## config.mk

```make
export PLATFORM = sky130hd
export DESIGN_NAME = t5_dmem
export DESIGN_NICKNAME = d
export VERILOG_FILES = /design/src/rtl/t5_dmem.sv
export SDC_FILE = /design/constraint.sdc
export NUM_CORES = 1
export LEC_CHECK = 0
export ABC_AREA = 1
export BUFFER_PORTS_ARGS = -buffer_cell sky130_fd_sc_hd__buf_2
export CAP_MARGIN = 10
export CORE_ASPECT_RATIO = 0.5
export CORE_UTILIZATION = 37
export DETAILED_ROUTE_END_ITERATION = 10
export MAX_ROUTING_LAYER = met4
export PLACE_DENSITY = 0.69
export SETUP_SLACK_MARGIN = 0.4
export SLEW_MARGIN = 25
export SYNTH_ARGS = -nofsm -noshare
export SYNTH_HDL_FRONTEND = slang
export SYNTH_SLANG_ARGS = --single-unit
```

## constraint.sdc

```tcl
create_clock -name sclk -period 2.94 [get_ports sclk]
set_clock_uncertainty 0.15 [all_clocks]
set_input_delay 0.588 -clock sclk [delete_from_list [all_inputs] [get_ports sclk]]
set_output_delay 0.588 -clock sclk [all_outputs]
set_load 0.05 [all_outputs]
```

## src/rtl/t5_dmem.sv

```systemverilog
// -----------------------------------------------------------------------------
// t5_dmem -- data-memory access stage of the tra5 barrel pipeline.
//
// Decodes load/store instructions held in execute, checks their alignment and
// runs one Wishbone classic cycle per access on the data master port. It holds
// the pipeline (dstall) while a cycle is outstanding and aborts the cycle if
// no acknowledge arrives within TMO cycles. The writeback stage receives the
// byte-lane select and strobe/write qualifiers so it can extend load data.
//
// Ports
//   sclk, srst           clock, asynchronous active-low reset
//   sena                 pipeline advance enable
//   xopc, xfn3           opcode [6:2] and funct3 [14:12] of the execute instr
//   xalu, xrs2           effective address and store data
//   dwb_ack              Wishbone acknowledge
//   dwb_adr/dto/sel      word address, lane-replicated store data, lane select
//   dwb_stb, dwb_wre     Wishbone strobe/cycle and write enable
//   xsel, xstb, xwre     copies of dwb_sel/dwb_stb/dwb_wre for writeback
//   dstall               pipeline hold request (combinational)
//   dmis, dberr          one-cycle misaligned / bus-timeout flags
// -----------------------------------------------------------------------------
module t5_dmem #(
   parameter int XLEN = 32,
   parameter int TMO  = 15
) (
   input  logic            sclk,
   input  logic            srst,
   input  logic            sena,
   input  logic [4:0]      xopc,
   input  logic [2:0]      xfn3,
   input  logic [XLEN-1:0] xalu,
   input  logic [XLEN-1:0] xrs2,
   input  logic            dwb_ack,
   output logic [XLEN-1:0] dwb_adr,
   output logic [XLEN-1:0] dwb_dto,
   output logic [3:0]      dwb_sel,
   output logic            dwb_stb,
   output logic            dwb_wre,
   output logic [3:0]      xsel,
   output logic            xstb,
   output logic            xwre,
   output logic            dstall,
   output logic            dmis,
   output logic            dberr
);

   localparam logic [4:0] OPC_LOAD  = 5'b00000;
   localparam logic [4:0] OPC_STORE = 5'b01000;
   localparam logic [7:0] TMO_C     = 8'(TMO);

   typedef enum logic {IDLE, BUSY} state_t;

   state_t          state;
   state_t          state_nxt;
   logic [7:0]      cnt;

   logic            is_st_p0;
   logic            mem_op_p0;
   logic            aligned_p0;
   logic [3:0]      sel_p0;
   logic [XLEN-1:0] dto_p0;
   logic            accept;
   logic            issue;
   logic            misal;
   logic            tmo_hit;
   logic            abort;
   logic            hold_stb;

   // funct3[14] selects sign/zero extension, which is the writeback stage's job
   logic            unused_fn3;
   assign unused_fn3 = xfn3[2];

   // Replicate the store operand across every lane it may land in, so the
   // selected lanes always carry the right bytes whatever the address offset.
   function automatic logic [XLEN-1:0] lane_rep(input logic [1:0]      size,
                                                 input logic [XLEN-1:0] d);
      case (size)
         2'b00:   return {4{d[7:0]}};
         2'b01:   return {2{d[15:0]}};
         default: return d;
      endcase
   endfunction

   // ---- decode of the instruction in execute (p0) ----
   always_comb begin
      is_st_p0   = (xopc == OPC_STORE);
      mem_op_p0  = (xopc == OPC_LOAD) || is_st_p0;
      sel_p0     = 4'hF;
      aligned_p0 = 1'b0;
      case (xfn3[1:0])
         2'b00: begin
            sel_p0     = 4'b0001 << xalu[1:0];
            aligned_p0 = 1'b1;
         end
         2'b01: begin
            sel_p0     = xalu[1] ? 4'hC : 4'h3;
            aligned_p0 = ~xalu[0];
         end
         2'b10: begin
            sel_p0     = 4'hF;
            aligned_p0 = (xalu[1:0] == 2'b00);
         end
         default: begin
            sel_p0     = 4'hF;
            aligned_p0 = 1'b0;
         end
      endcase
      dto_p0 = lane_rep(xfn3[1:0], xrs2);
   end

   // ---- bus control: next state and combinational stall ----
   always_comb begin
      state_nxt = state;
      // The counter stops at TMO, so equality marks the abort cycle.
      tmo_hit   = (state == BUSY) && (cnt == TMO_C);
      // The stage can take a new instruction when idle or when the current
      // cycle is being acknowledged; the pipeline advances in both cases, so
      // misalignment is flagged for any accepted access.
      accept    = sena && ((state == IDLE) || dwb_ack);
      issue     = accept && mem_op_p0 && aligned_p0;
      misal     = accept && mem_op_p0 && !aligned_p0;
      // Acknowledge takes priority over a coincident timeout.
      abort     = (state == BUSY) && !dwb_ack && tmo_hit;
      hold_stb  = (state == BUSY) && !dwb_ack && !tmo_hit;
      dstall    = hold_stb;
      case (state)
         IDLE:    if (issue) state_nxt = BUSY;
         BUSY: begin
            if (dwb_ack)      state_nxt = issue ? BUSY : IDLE;
            else if (tmo_hit) state_nxt = IDLE;
         end
         default: state_nxt = IDLE;
      endcase
   end

   // ---- registered bus outputs (p1) ----
   always_ff @(posedge sclk or negedge srst) begin
      if (!srst) begin
         state   <= IDLE;
         cnt     <= 8'd0;
         dwb_adr <= '0;
         dwb_dto <= '0;
         dwb_sel <= 4'h0;
         dwb_stb <= 1'b0;
         dwb_wre <= 1'b0;
         dmis    <= 1'b0;
         dberr   <= 1'b0;
      end else begin
         state <= state_nxt;
         dmis  <= misal;
         dberr <= abort;
         if (issue) begin
            dwb_adr <= {xalu[XLEN-1:2], 2'b00};
            dwb_dto <= dto_p0;
            dwb_sel <= sel_p0;
            dwb_wre <= is_st_p0;
            dwb_stb <= 1'b1;
            cnt     <= 8'd0;
         end else begin
            dwb_stb <= hold_stb;
            if (hold_stb) cnt <= cnt + 8'd1;
         end
      end
   end

   assign xsel = dwb_sel;
   assign xstb = dwb_stb;
   assign xwre = dwb_wre;

endmodule

```

==> out/qor.txt <==
=======================================================================================
Result of the run                                                          finished clean
List of most frequent post-synthesis cells                                 194 x nand2_1, 79 x dfrtp_1, 34 x o21ai_0
Clock insertion delay at the later pin of the skew report                        330 ps
Logic depth of the worst path, buffers included                                       5
Final design area excluding fillers                                         0.00475 mm²
Global Route met3 Usage                                                           5.48%
Crit path DAT                                                                   1720 ps
Proportion of netlist area held by the largest area contributor                   54.2%
Netlist area before placement                                               0.00365 mm²
H-tree lvl count                                                                      3
Met1 routing resource usage after global routing                                  23.3%
Worst min path class                                                        in -> async
I/O Pins                                                                            155
Total number of clock tree sinks                                                     79
Type of the worst setup path                                                 reg -> out
Grt peak-use layer                                                                 met2
Number of buffers created by CTS                                                      9
DRC viols                                                                             0
Post-synthesis average cell area                                               8.14 µm²
Number of cells after detailed placement                                            710
Global-route usage over all layers                                                19.1%
Power per Cell Area                                                          761 mW/mm²
Clk pin slew, worst setup/hold paths                                              50 ps
Minimum clock period                                                            2460 ps
Clock tree from TritonCTS                                                         built
Count of mapped cells out of synthesis                                              448
Total setup violations reported at the end of the flow                                0
Setup repair after global routing missed its margin                               false
Vias/cell                                                                          4.48
Clock Root Buffer                                                             clkbuf_16
Per-cell routed wire length                                                     12.3 µm
Full die area                                                                0.0103 mm²
Placeable Area                                                              0.00951 mm²
Number of warnings printed during yosys synthesis                                     0
Reported max-cap violation count                                                      0
Depth of the worst register-to-register path                                          7
Total count of hold-check failures in the final report                                0
Non-Filler Instances                                                                728
Cell type contributing the most total cell area after synthesis                 dfrtp_1
Final period utilization                                                          83.6%
Number of violations reported at the end of detailed-routing iteration 0            207
Crit path to                                                                     dstall
Kind of start point of the critical path                                       register
Slew at the pin closest to its max-slew limit                                    736 ps
Cell chain of the critical path                                            nor3_1 -> nand3_4 -> nand2_4 -> inv_1 -> buf_2
Top post-synthesis cells by area                                           dfrtp_1 54%, nand2_1 20%, o21ai_0 4.7%, buf_4 3.9%, a21oi_1 2.6%
Hold WS                                                                          105 ps
RePlAce Congestion                                                                0.861
Worst r2r dst                                                              cnt[6]$_DFFE_PN0P_
HPWL after detailed placement                                                   6350 µm
Area growth from synthesis to layout                                              30.3%
Data required time of the critical path                                         2200 ps
Worst relative slew slack                                                         51.0%
Static leakage power                                                            2.75 nW
Number of iterations in the first detailed-routing pass                               6
Met2 Resource Use GR                                                              30.0%
Fraction of final layout cells sized beyond drive strength 1                      30.9%
Number of nets in the layout                                                        665
Slowest stage delay, CP                                                          430 ps
Number of different library cells in the post-synthesis netlist                      25
Largest net degree at the start of global routing                                    80
Inserted Diodes                                                                       0
Aggregate global routing overflow                                                     0
Reg-to-reg slack, setup                                                         1180 ps
Flip-flop and latch count after synthesis                                            79
Ys async rst share                                                                 100%
Initial Utilization                                                               38.4%
Chip height                                                                     72.2 µm
EDFF count, synth                                                                     0
Worst-path cell with the longest stage delay                                    dfrtp_1
Routed WL                                                                       8950 µm
# rows                                                                               25
Setup TNS                                                                          0 ps
Max-slew violation total from the final report                                        0
Setup crit start                                                           cnt[5]$_DFFE_PN0P_
Top_reg_cell synth                                                              dfrtp_1
Max VDD drop                                                                   0.318 mV
Sequential-to-total area share from yosys stat                                    54.2%
Number of vias in the routed layout                                                3262
Number of antenna violations at the first check in global routing                     0
Achievable clock frequency                                                      407 MHz
Worst path bufs/invs                                                                  2
Wire length of the first global-routing pass                                   14300 µm
Critical path endpoint category                                             output port
Clock buffer depth                                                                    2
Instance area at placement                                                  0.00444 mm²
Cell family with the largest share of critical-path delay                  simple AND/OR/NAND/NOR gates
Vias in the first global route                                                     2880
Die Width                                                                        142 µm
Largest fanout on the critical path                                                   6
Remaining antenna violation count                                                     0
Number of input and output port buffers inserted                                    151
Startpoint of the worst-slack reg-to-reg timing path                       cnt[5]$_DFFE_PN0P_
Most frequently used cell type in the post-synthesis netlist                    nand2_1
=======================================================================================
==> worst min path at each step <==
stage / start / end / slack (ps)
2_1_floorplan: srst / cnt[0]$_DFFE_PN0P_ / 140
3_3_place_gp: dwb_adr[18]$_DFFE_PN0P_ / dwb_adr[18]$_DFFE_PN0P_ / 310
3_5_place_dp: dwb_dto[19]$_DFFE_PN0P_ / dwb_dto[19]$_DFFE_PN0P_ / 310
4_1_cts: xalu[29] / dwb_adr[29]$_DFFE_PN0P_ / 280
5_1_grt: srst / dwb_sel[0]$_DFFE_PN0P_ / 200
6_report: srst / cnt[1]$_DFFE_PN0P_ / 100
==> power breakdown <==
part | internal (mW) | total (mW) | switching, mW | leakage (nW)
sequential | 1.27 | 1.38 | 0.102 | 1.04
combinational | 0.277 | 1.22 | 0.939 | 1.58
clock | 0.593 | 1.03 | 0.434 | 0.132
==> logic make-up after synthesis <==
logic type      count (synthesis)  synth area share (%)
simple gates                  244                  27.4
compound gates                 67                  9.33
flops                          79                  54.2
fa+ha+maj                       1                 0.343
buf+inv                        54                  8.13
other cells                     1                 0.103
xor+xnor                        2                 0.480
==> layout make-up <==
| type | count | area [µm²] |
|---|---|---|
| timing repair buffer | 157 | 832 |
| clock buffer | 11 | 243 |
| inverter | 25 | 96.3 |
| clock inverter | 5 | 33.8 |
| multi-input combinational | 316 | 1400 |
| tap | 135 | 169 |
| fill | 968 | 4750 |
| sequential | 79 | 1980 |
==> state kept, by name, indices dropped and copies added, names as in the netlist <==
register and flops:
dwb_dto 32, dwb_adr 30, cnt 8, dwb_sel 4, dberr 1, dmis 1, dwb_stb 1, dwb_wre 1
state 1
==> what timing repair did <==
item                                    4_1_cts  5_1_grt
buffers inserted                              1        1
resized for setup                             1        3
pin swaps                                     0        1
hold buffers                                  0        0
endpoints found under the setup margin        1        1
==> placed cells by master, fill, tap and decap left out, drive strengths merged <==
cell type	n
nor3	1
dfrtp	79
inv	25
nand3	20
nand2	199
nand3b	2
clkinvlp	2
xor2	2
buf	157
a21oi	19
o21ai	46
clkbuf	11
o21bai	2
conb	2
clkinv	3
nor2	20
ha	1
nand4	2
==> routing by layer <==
metal  share of wire, %  wire length [µm]
met1                 44              3940
met2                 48              4300
met3                5.1               460
met4                2.7               246
met5                  0                 0
==> through the flow <==
step,power (mW),util [%],worst slack [ps]
finish,3.62,50.0,482
floorplan,2.29,-,878
global route,3.80,50.0,392
CTS,3.66,49.7,412
global placement,2.59,46.7,663
detailed placement,2.61,46.7,668
Note: power is estimated with default switching activity, not from simulation.
